## config.mk

```make
export PLATFORM = sky130hd
export DESIGN_NAME = cxapbasyncbridge_cdc_filt_sync
export DESIGN_NICKNAME = d
export VERILOG_FILES = /design/src/rtl/cxapbasyncbridge_cdc_filt_sync.sv
export SDC_FILE = /design/constraint.sdc
export NUM_CORES = 1
export LEC_CHECK = 0
export BUFFER_PORTS_ARGS = -buffer_cell sky130_fd_sc_hd__buf_2
export CAP_MARGIN = 15
export CORE_MARGIN = 2
export CORE_UTILIZATION = 35
export DETAILED_ROUTE_END_ITERATION = 12
export SYNTH_ARGS = -nofsm -noshare
export SYNTH_HDL_FRONTEND = slang
export SYNTH_SLANG_ARGS = --single-unit
```

## constraint.sdc

```tcl
create_clock -name clk -period 1.8 [get_ports clk]
set_input_delay 0.36 -clock clk [delete_from_list [all_inputs] [get_ports clk]]
set_output_delay 0.36 -clock clk [all_outputs]
set_load 0.005 [all_outputs]
```

## src/rtl/cxapbasyncbridge_cdc_filt_sync.sv

```systemverilog
// rtl/cxapbasyncbridge_cdc_filt_sync.sv - multi-bit CDC capture synchroniser with word-level stability filter
//
// Destination-side capture point for asynchronous status/control vectors
// entering the clk domain. A STAGES-deep flop chain synchronises d_async; an
// optional filter then requires the whole synchronised word to hold one value
// for STABLE_CNT further enabled samples before q is updated, so a partially
// settled multi-bit value never reaches q.
//
// Parameters:
//   WIDTH      - captured vector width (>= 1)
//   STAGES     - synchroniser depth (2..4)
//   STABLE_CNT - extra unchanged enabled samples before q updates (0..15),
//                0 selects bypass (q follows the last synchroniser stage)
//   RESET_VAL  - reset value of synchroniser stages, history register and q
//
// Ports:
//   clk      in   destination clock
//   resetn   in   asynchronous active-low reset
//   d_async  in   asynchronous source vector (WIDTH)
//   sync_en  in   sample enable; when low all state holds
//   q        out  filtered, synchronised vector (WIDTH)
//   q_chg    out  one-cycle pulse in the cycle after q changes
//   pending  out  synchronised word differs from q (always 0 in bypass)

module cxapbasyncbridge_cdc_filt_sync #(
    parameter int               WIDTH      = 4,
    parameter int               STAGES     = 2,
    parameter int               STABLE_CNT = 2,
    parameter logic [WIDTH-1:0] RESET_VAL  = {WIDTH{1'b0}}
) (
    input  logic             clk,
    input  logic             resetn,
    input  logic [WIDTH-1:0] d_async,
    input  logic             sync_en,
    output logic [WIDTH-1:0] q,
    output logic             q_chg,
    output logic             pending
);

    // Synchroniser chain. sync_r[0] is the only flop that samples d_async and
    // nothing combinational sits in front of it.
    logic [STAGES-1:0][WIDTH-1:0] sync_r;
    logic [WIDTH-1:0]             s;
    logic [WIDTH-1:0]             q_next;

    always_ff @(posedge clk or negedge resetn) begin
        if (!resetn) begin
            sync_r <= {STAGES{RESET_VAL}};
        end else if (sync_en) begin
            sync_r <= {sync_r[STAGES-2:0], d_async};
        end
    end

    assign s = sync_r[STAGES-1];

    generate
        if (STABLE_CNT == 0) begin : g_bypass
            // q is the last stage itself; its next value is the stage feeding it.
            assign q       = s;
            assign q_next  = sync_en ? sync_r[STAGES-2] : s;
            assign pending = 1'b0;
        end else begin : g_filter
            localparam int             CW      = $clog2(STABLE_CNT + 1);
            localparam logic [CW-1:0]  CNT_MAX = CW'(STABLE_CNT - 1);

            logic [WIDTH-1:0] s_d;
            logic [WIDTH-1:0] q_r;
            logic [CW-1:0]    cnt;
            logic             qualify;

            // Word-wide compare: a toggle on any bit restarts qualification.
            assign qualify = (s == s_d) && (cnt == CNT_MAX);

            always_comb begin
                q_next = q_r;
                if (sync_en && qualify) begin
                    q_next = s;
                end
            end

            always_ff @(posedge clk or negedge resetn) begin
                if (!resetn) begin
                    s_d <= RESET_VAL;
                    cnt <= '0;
                    q_r <= RESET_VAL;
                end else if (sync_en) begin
                    s_d <= s;
                    if (s != s_d) begin
                        cnt <= '0;
                    end else if (cnt != CNT_MAX) begin
                        cnt <= cnt + 1'b1;
                    end
                    q_r <= q_next;
                end
            end

            assign q       = q_r;
            assign pending = (s != q_r);
        end
    endgenerate

    // Updated on every edge (not gated by sync_en) so the pulse is exactly one
    // cycle wide even if sync_en drops right after the update.
    always_ff @(posedge clk or negedge resetn) begin
        if (!resetn) begin
            q_chg <= 1'b0;
        end else begin
            q_chg <= (q_next != q);
        end
    end

endmodule

```

### Yosys cells after proc, flatten, opt, wreduce, memory -nomap -nowiden

Index checks and enable logic that the tools add are counted.

| word-level totals | value |
|---|---|
| register bits | 19 |
| output and inout bits | 6 |
| bits of input ports | 7 |

| operators by class | value |
|---|---|
| reductions and logical operators | 4 |
| muxes and demuxes | 3 |
| add/sub/neg operators | 1 |
| eq/ne operators | 6 |

Operators with widths:

| operator | number |
|---|---|
| $ne 4x4->1 | 3 |
| $eq 4x4->1 | 1 |
| $mux 2 | 2 |
| $mux 4 | 1 |
| $add 2x1->2 const B | 1 |
| $eq 2x1->1 const B | 1 |
| $logic_and 1x1->1 | 2 |
| $ne 2x1->1 const B | 1 |
| $reduce_and 2->1 | 1 |
| $reduce_bool 2->1 | 1 |

### Logic depth before layout (Yosys ltp)

Gate-level depths: netlist of run 1.

| logic depth | value |
|---|---|
| depth after elaboration | 5 |
| mapped depth | 5 |
| gate-level depth less buffers | 4 |

### Worst setup path before layout of run 1

No wires, ideal clock.

| timing path | value |
|---|---|
| kind | register to register |
| start point | register sync_r (netlist bit s[1]) |
| end point | register g_filter.q_r[0] (netlist: q[0]) |
| setup time | 0.125 ns |
| path slack | 0.189 ns |
| arrival time | 1.486 ns |
| path buffers | 1 |
| clock period less this slack | 1.611 ns |
| data required time | 1.675 ns |
| cell stages (with the launch flop) | 6 |
| cells stage by stage | dfrtp_1 > xor2_1 > nor4_2 > and3_1 > buf_6 > mux2_4 |

| between the ends | value |
|---|---|
| longest elaborated chain between the ends | 4 |

Ends and longest elaborated chain:

| element | line | RTL |
|---|---|---|
| start: declaration | 42 | `logic [STAGES-1:0][WIDTH-1:0] sync_r;` |
| start signal: assignment | 48 | `sync_r <= {STAGES{RESET_VAL}};` |
| start signal: assignment | 50 | `sync_r <= {sync_r[STAGES-2:0], d_async};` |
| $eq 4x4->1 | 72 | `assign qualify = (s == s_d) && (cnt == CNT_MAX);` |
| $logic_and 1x1->1 | 72 |  |
| $logic_and 1x1->1 | 76 | `if (sync_en && qualify) begin` |
| $mux 4 | 76 |  |
| end signal: assignment | 93 | `q_r <= q_next;` |
| end: declaration | 67 | `logic [WIDTH-1:0] q_r;` |

Every way passes these cells.
A chain may end at the register's enable or synchronous reset.

### Worst setup path in the final report of run 1

Ends and elaborated chain as after synthesis.

==> impl_results.md, run 1 <==
- Status: finished with violations
- Failing checks: negative hold slack
- Final Cycle Share: 90.7%
- Initial antenna violation count: 0
- PD cells: 1020 mW/mm^2
- R2R Setup Slk: 170 ps
- Area occupied by multi-input gates: 343 sq um
- Most frequent cells in the layout: dfrtp_1, mux2_2, buf_2, buf_4
- F_max: 0.613 GHz
- Core box area: 0.00223 sq mm
- Placed cell count: 98
- CP Buf/Inv Count: 0
- EDFF count, synth: 0
- 1st-iter DRT viols: 4
- CP max stage cell: dfrtp_1
- Setup Viol. Count Final: 0
- Crit path depth: 4
- Worst EP arrival: 1810 ps
- Cts hold-fix bufs: 0
- Vias in the first global route: 453
- Register bit total from synthesis: 19
- Most common cell after layout, fill and taps aside: dfrtp_1
- Library cells used by synthesis: 17
- Synth Warn #: 0
- Max-slew headroom: 72.8%
- Leakage: 0.451 nW
- Min cycle time layout: 1630 ps
- Syn_nets: 63
- Area occupied by registers: 475 sq um
- Fin cells: 102
- Die width: 52.9 um
- Flop pwr share: 54.7%
- CP Cell Sequence: xor2_1 > nor4_2 > and3_2 > mux2_4
- Fill cells: 230
- Data required, critical path: 1980 ps
- Hold Fails Final Rpt: 19
- Syn Inst Count: 55
- Slew Viols, Final: 0
- Critical path class: reg2reg
- Cell Int Power: 0.737 mW
- Layout Nets: 83
- Top Ports: 13
- RSZ-0062 raised after global routing: false
- Worst Clk Skew: 0.955 ps
- Area growth syn-to-layout: 17.4%
- Worst hold path class: in2async
- Die H: 52.9 um
- Avg Inst Size Synth: 15.2 sq um
- GP Congestion: 0.668
- GRT overflow: 0
- Vias/cell: 4.59
- Rows: 17
- CTS buffer count: 3
- Clk pin slew, worst setup/hold paths: 100 ps
- First-pass GRT wire length: 2060 um
- Pin count of the biggest net entering global routing: 20
- Top_reg_cell synth: dfrtp_1
- Mapped Area: 836 sq um
- Final Hold Slack: -13.4 ps
- First drt pass iteration count: 2
- Max cap viols: 0
- Startpoint Class: flop
- Switching power: 0.262 mW
- Seq/Total Area, Yosys: 56.9%
- Pwr Total: 0.999 mW
- Post-DP HPWL: 906 um
- I/O Buffers: 12
- CTS sink cnt: 19
- Avg WL per Cell: 11.2 um
- Initial Util: 37.4%
- Switching Share: 26.3%
- Die area: 0.00279 sq mm
- Post-synth ARST share: 100%
- Drc violations: 0
- Root Driver: clkbuf_4
- Clock share of power: 20.7%
- CP max stage delay: 400 ps
- VDD IR max: 432 uV
- ANT cells: 0
- Setup Buffers After CTS: 0
- DRT antenna net count: 0
- Transition time of the tightest slew-check pin: 408 ps
- R2R cell count: 4
- Fin Setup TNS: 0 ps
- Via count: 468
- CP Max Fanout: 5
- CP top delay family: simple AND/OR/NAND/NOR gates
- Final wirelength: 1140 um
- Comb pwr share: 24.7%
- Worst Setup End Kind: flop
- Post-CTS sizing: 0
- H-tree depth: 1
- Worst skew pair latency: 280 ps
- CTS tree: yes
- Share of cells above drive strength 1: 52.7%
- Max clock buf depth: 2
- Total track usage: 10.6%
[per-stage QoR]
| stage | cell area, sq um | setup WS [ps] | hold WS [ps] | utilization [%] |
|---|---|---|---|---|
| 6_report | 981 | 168 | -13.4 | 43.9 |
| 5_1_grt | 981 | 71.5 | 11.0 | 43.9 |
| 4_1_cts | 980 | 95.9 | 0.0965 | 43.9 |
| 3_5_place_dp | 953 | 112 | 323 | 42.7 |
| 3_3_place_gp | 953 | 148 | 319 | 42.7 |
| 2_1_floorplan | 836 | 189 | 64.4 | - |
[synth_stat cells, drive strengths merged (4+ instances only)]
cell    n  area [sq um]
dfrtp  19           475
mux2   16           195
xnor2   4          35.0
xor2    4          35.0
[power by group through the flow]
stage	clock (mW)	combinational [mW]	sequential (mW)
finish	0.206	0.246	0.546
global route	0.238	0.275	0.556
CTS	0.218	0.253	0.548
detailed placement	0	0.252	0.557
global placement	0	0.251	0.553
floorplan	0	0.155	0.559
[path summary, 6_finish.rpt]
kind	to	from
setup / recovery	q[0]	s[1]
hold / removal	g_filter.s_d[2]	resetn
setup reg to reg	q[0]	s[1]
hold reg to reg	g_filter.cnt[0]	g_filter.cnt[0]
max in group asynchronous	q[1]	resetn
min in group clk	sync_r[1]	d_async[1]
[cells by family (layout without fill, tap and decap cells)]
logic type,count (synthesis),count (layout),synth area share (%)
DFF,19,19,56.9
buffers and inverters,3,22,2.24
muxes,17,17,24.6
adders and majority gates,1,1,1.50
xor gates and xnor gates,8,8,8.38
AOI/OAI and AO/OA,2,2,1.65
and+or+nand+nor,5,5,4.79
[state kept, by name (all words and copies together) (netlist names)]
register and cells:
g_filter.cnt 2, g_filter.s_d 4, q 4, q_chg 1, s 4, sync_r 4
[routing by layer]
metal  track usage, %  part of all wire [%]  vias to the layer above  wire length, um
li1                 -                     -                      231                -
met1             13.8                    47                      228              540
met2             15.2                    48                        7              550
met3             3.39                   3.7                        2               42
met4             6.41                  0.70                        0                8
met5                0                     0                        -                0
[area by class of cell]
type	count	area share (%)
sequential	19	48.5
clock buffer	4	2.68
multi-input combinational	33	34.9
inverter	1	0.383
timing repair buffer	17	9.95
tap	28	3.57
No activity file was read; power rests on OpenSTA's default activity.
==> run 2, diff against run 1 <==
==> constraint.sdc (replaced) <==
create_clock -name clk -period 1.8 [get_ports clk]
set_input_delay 0.09 -clock clk [delete_from_list [all_inputs] [get_ports clk]]
set_output_delay 0.09 -clock clk [all_outputs]
set_load 0.005 [all_outputs]
==> run 2 against run 1 <==
Against the previous run:
- the flow now finishes without violations
- combinational power grew 4%
- fmax shrank 0.64%
- sequential share of layout area shrank 0.49 points
- die area is the same
==> impl_results.md, run 2 (same netlist as run 1, synthesis figures left out) <==
- Vias/cell: 4.72
- Drc violations: 0
- Final Hold Slack: 13.3 ps
- GRT overflow: 0
- Worst Setup End Kind: flop
- Core box area: 0.00223 sq mm
- ANT cells: 0
- 1st-iter DRT viols: 1
- Startpoint Class: flop
- I/O Buffers: 12
- CTS tree: yes
- Worst skew pair latency: 300 ps
- Post-DP HPWL: 1000 um
- CP Cell Sequence: xor2_1 > nor4_2 > and3_2 > mux2_4
- RSZ-0062 raised after global routing: false
- Die width: 52.9 um
- CP max stage delay: 400 ps
- Fill cells: 221
- Worst EP arrival: 1840 ps
- Die area: 0.00279 sq mm
- Max clock buf depth: 2
- Data required, critical path: 1990 ps
- Via count: 486
- VDD IR max: 603 uV
- CTS buffer count: 3
- Avg WL per Cell: 12.8 um
- Worst Slack Setup Final: 157 ps
- Hold_sp: d_async[2]
- Transition time of the tightest slew-check pin: 426 ps
- CP startpoint: s[1]
- Max cap viols: 0
- Met3 wire len: 91 um
- Leakage: 0.455 nW
- First-pass GRT wire length: 2230 um
- Share of cells above drive strength 1: 52.0%
- Final Cycle Share: 91.3%
- Most frequent cells in the layout: dfrtp_1, mux2_2, buf_2, buf_4
- PD cells: 1030 mW/mm^2
- Die H: 52.9 um
- Root Driver: clkbuf_4
- DRT antenna net count: 0
- Critical path class: reg2reg
- Worst Clk Skew: 1.37 ps
- Reg2reg start: s[1]
- CP max stage cell: dfrtp_1
- Final wirelength: 1320 um
- Slew Viols, Final: 0
- Hold Fails Final Rpt: 0
- F_max: 0.609 GHz
- Pin count of the biggest net entering global routing: 20
- Rows: 17
- Most common cell after layout, fill and taps aside: dfrtp_1
- Setup Buffers After CTS: 0
- Worst hold path class: in2reg
- DR top layer: met4
- Initial antenna violation count: 0
- Setup WS pre-CTS: 118 ps
- Clk pin slew, worst setup/hold paths: 100 ps
- Status: finished, final reports clean
- GP Congestion: 0.658
- Vias in the first global route: 464
- Max-slew headroom: 71.6%
- First drt pass iteration count: 2
- Total track usage: 12.1%
- Initial Util: 37.4%
- H-tree depth: 1
- WL met2: 607 um
- CP Max Fanout: 5
- Top Ports: 13
- CTS sink cnt: 19
- Setup Viol. Count Final: 0
- Layout Nets: 84
- Area growth syn-to-layout: 18.6%
- Metal-1 WL: 584 um
- Fin Setup TNS: 0 ps
- Min cycle time layout: 1640 ps
## run 2: cell count changes in the layout (fill, tap and decap cells not counted), sizes merged
| cell | previous run | this run |
|---|---|---|
| dlygate4sd3 | 0 | 1 |
## run 2: layer usage
metal | vias to the layer above | global-route usage, %
li1 | 233 | -
met1 | 235 | 13.4
met2 | 12 | 17.9
met3 | 6 | 5.93
met4 | 0 | 8.55
met5 | - | 0
## run 2: metrics by stage
step / total power, mW / instances / cell area [sq um] / util (%)
2_1_floorplan: 0.713 / 55 / 836 / -
3_3_place_gp: 0.805 / 98 / 953 / 42.7
3_5_place_dp: 0.817 / 98 / 953 / 42.7
4_1_cts: 1.03 / 103 / 990 / 44.3
5_1_grt: 1.08 / 103 / 991 / 44.4
6_report: 1.02 / 103 / 991 / 44.4
## run 2: final cells by class
cell class,count,area (sq um),area share [%]
inverters,1,3.75,0.379
clock buffers,4,26.3,2.65
flip-flops and latches,19,475,48.0
multi-input cells,33,343,34.6
well taps,28,35.0,3.54
repair buffers,18,108,10.9
## run 2: critical path: cells and delay by family (launching register included)
kind	cells	cell delay, ps
flops	1	400
xor+xnor	1	170
simple gates	2	650
mux	1	320
## run 2: path summary, 6_finish.rpt
| path | slack (ps) | depth (start not counted) | to |
|---|---|---|---|
| max | 160 | 4 | q[0] |
| min | 10 | 2 | sync_r[2] |
| max reg2reg | 160 | 4 | q[0] |
| min reg2reg | 490 | 1 | g_filter.cnt[0] |
| max in group asynchronous | 1260 | 2 | s[3] |
| min in group asynchronous | 250 | 2 | sync_r[1] |
## run 2: where the power goes
group / switching [mW] / leakage (nW) / total [mW] / internal (mW)
sequential: 0.0519 / 0.237 / 0.548 / 0.496
clock: 0.129 / 0.0150 / 0.216 / 0.0864
combinational: 0.0991 / 0.203 / 0.256 / 0.156
total: 0.280 / 0.455 / 1.02 / 0.739
## run 2: repair_timing
item	4_1_cts	5_1_grt
hold buffers	1	0
setup endpoints to repair	0	4
endpoints found under the hold margin	19	0
gates resized for setup	0	1
==> run 3, diff against run 2 <==
--- a/config.mk
+++ b/config.mk
@@ -5,6 +5,7 @@
 export SDC_FILE = /design/constraint.sdc
 export NUM_CORES = 1
 export LEC_CHECK = 0
+export ABC_AREA = 1
 export BUFFER_PORTS_ARGS = -buffer_cell sky130_fd_sc_hd__buf_2
 export CAP_MARGIN = 15
 export CORE_MARGIN = 2
==> run 3 against run 2 <==
Against the previous run:
- area after synthesis is 10% higher
- power is 5.8% lower
- clock power is 2% higher
- count of clock-buffer cells in the layout stayed put
- highest routed layer unchanged
==> impl_results.md, run 3 <==
- Seq/Total Area, Yosys: 51.6%
- CTS tree: yes
- Pin count of the biggest net entering global routing: 29
- Most frequent cells in the layout: nand2_1, dfrtp_1, inv_1, buf_2, o21ai_0
- Die width: 55.3 um
- Top Ports: 13
- First-pass GRT wire length: 2970 um
- Synth top cells by count: nand2_1, dfrtp_1, inv_1
- Max-slew headroom: 70.1%
- Avg WL per Cell: 10.6 um
- Syn Inst Count: 109
- CTS sink cnt: 19
- Max cap viols: 0
- Startpoint Class: flop
- RSZ-0062 raised after global routing: false
- Synth top area cells: dfrtp_1, nand2_1, inv_1
- Post-Route Utilization: 42.1%
- Syn_nets: 117
- Total track usage: 12.2%
- Max clock buf depth: 2
- Data required, critical path: 1710 ps
- Top_reg_cell synth: dfrtp_1
- Largest area contributor in the synthesized netlist: dfrtp_1
- PD cells: 921 mW/mm^2
- Register bit total from synthesis: 19
- Hold Fails Final Rpt: 0
- Via count: 700
- Transition time of the tightest slew-check pin: 448 ps
- Leakage: 0.561 nW
- Clk pin slew, worst setup/hold paths: 110 ps
- DRT antenna net count: 0
- Slew Viols, Final: 0
- Post-synth ARST share: 100%
- Synth Warn #: 0
- Vias/cell: 4.58
- Initial antenna violation count: 0
- Avg Inst Size Synth: 8.46 sq um
- Worst skew pair latency: 300 ps
- Root Driver: clkbuf_4
- Library cells used by synthesis: 19
- Worst hold path class: in2reg
- F_max: 0.707 GHz
- Most common cell after layout, fill and taps aside: nand2_1
- Critical path class: reg2out
- Area growth syn-to-layout: 13.0%
- Worst Setup End Kind: output pin
- Setup Viol. Count Final: 0
- I/O Buffers: 12
- Top-area cell type share of the netlist area: 51.6%
- Rows: 18
- Status: finished, final reports clean
- ANT cells: 0
- CTS buffer count: 3
- Setup Buffers After CTS: 0
- VDD IR max: 470 uV
- Vias in the first global route: 676
- Worst EP arrival: 1330 ps
- EDFF count, synth: 0
- Final Cycle Share: 78.6%
- Post-CTS sizing: 0
- GRT overflow: 0
- Fin Setup TNS: 0 ps
- Die H: 55.3 um
- Core box area: 0.00248 sq mm
- Worst Clk Skew: 7.47 ps
- Min cycle time layout: 1420 ps
- H-tree depth: 1
- CP Max Fanout: 6
- First drt pass iteration count: 4
- Most common cell in the netlist: nand2_1
- Initial Util: 37.2%
- Layout Nets: 132
- 1st-iter DRT viols: 7
- Die area: 0.00306 sq mm
- Drc violations: 0
- GP Congestion: 0.754
- Share of cells above drive strength 1: 20.3%
- Mapped Area: 922 sq um
- Post-DP HPWL: 1190 um
- Final wirelength: 1620 um
==> run 3: changes by cell type after synthesis, sizes merged, moves of 2 or more <==
cell / change
xnor2: -3
nand2: +42
nor2: +4
mux2: -12
nand4: +7
inv: +13
xor2: -2
o21ai: +8
==> run 3: cell type report <==
cell class | instances | area [sq um]
clock buffers | 4 | 26.3
fillers | 259 | 1440
inverters | 14 | 52.6
multi-input cells | 73 | 380
flip-flops and latches | 19 | 475
well taps | 30 | 37.5
repair buffers | 13 | 70.1
==> run 3: final timing paths <==
kind	startpoint	end	slack, ps	depth (start not counted)
hold / removal	d_async[2]	sync_r[2]	20	2
max in group asynchronous	resetn	s[1]	1260	2
setup reg to reg	s[2]	q[3]	570	7
hold reg to reg	sync_r[0]	s[0]	490	2
setup / recovery	s[0]	pending	380	4
min in group asynchronous	resetn	sync_r[3]	240	2
==> run 3: worst max-delay path, cell delays in order, from the launching register on <==
cell and delay [ps]:
dfrtp_1 480, xor2_1 190, nor2_1 120, nand4_1 100
buf_2 140
==> run 3: per-stage QoR <==
stage	area (sq um)	hold slack [ps]	setup slack, ps	cells	power, mW
2_1_floorplan	922	-206	734	109	0.680
3_3_place_gp	1010	49.4	614	148	0.745
3_5_place_dp	1010	52.8	594	148	0.751
4_1_cts	1040	5.78	373	153	0.974
5_1_grt	1040	4.28	313	153	1.03
6_report	1040	15.6	385	153	0.960
==> run 3: metal layers <==
| metal | track usage, % | up-vias | wire length, um |
|---|---|---|---|
| met2 | 18.4 | 13 | 713 |
| li1 | - | 371 | - |
| met5 | 0 | - | 0 |
| met3 | 2.11 | 4 | 56 |
| met1 | 16.7 | 312 | 812 |
| met4 | 6.27 | 0 | 34 |
==> run 3: cells by family after synthesis <==
| kind of cell | count (synthesis) | synth area share (%) |
|---|---|---|
| fa+ha+maj | 1 | 1.36 |
| compound gates | 8 | 4.34 |
| flops | 19 | 51.6 |
| buf+inv | 17 | 7.19 |
| simple gates | 57 | 27.8 |
| xor+xnor | 3 | 2.85 |
| mux | 4 | 4.88 |
==> run 3: report_power, final <==
group          switching [mW]  internal [mW]
clock network           0.134         0.0863
logic                   0.122         0.0916
registers              0.0479          0.478
==> run 3: timing repair <==
item                       in CTS  in global routing
setup endpoints to repair       0                  0
hold buffers                    1                  0
hold endpoints to repair       19                  0
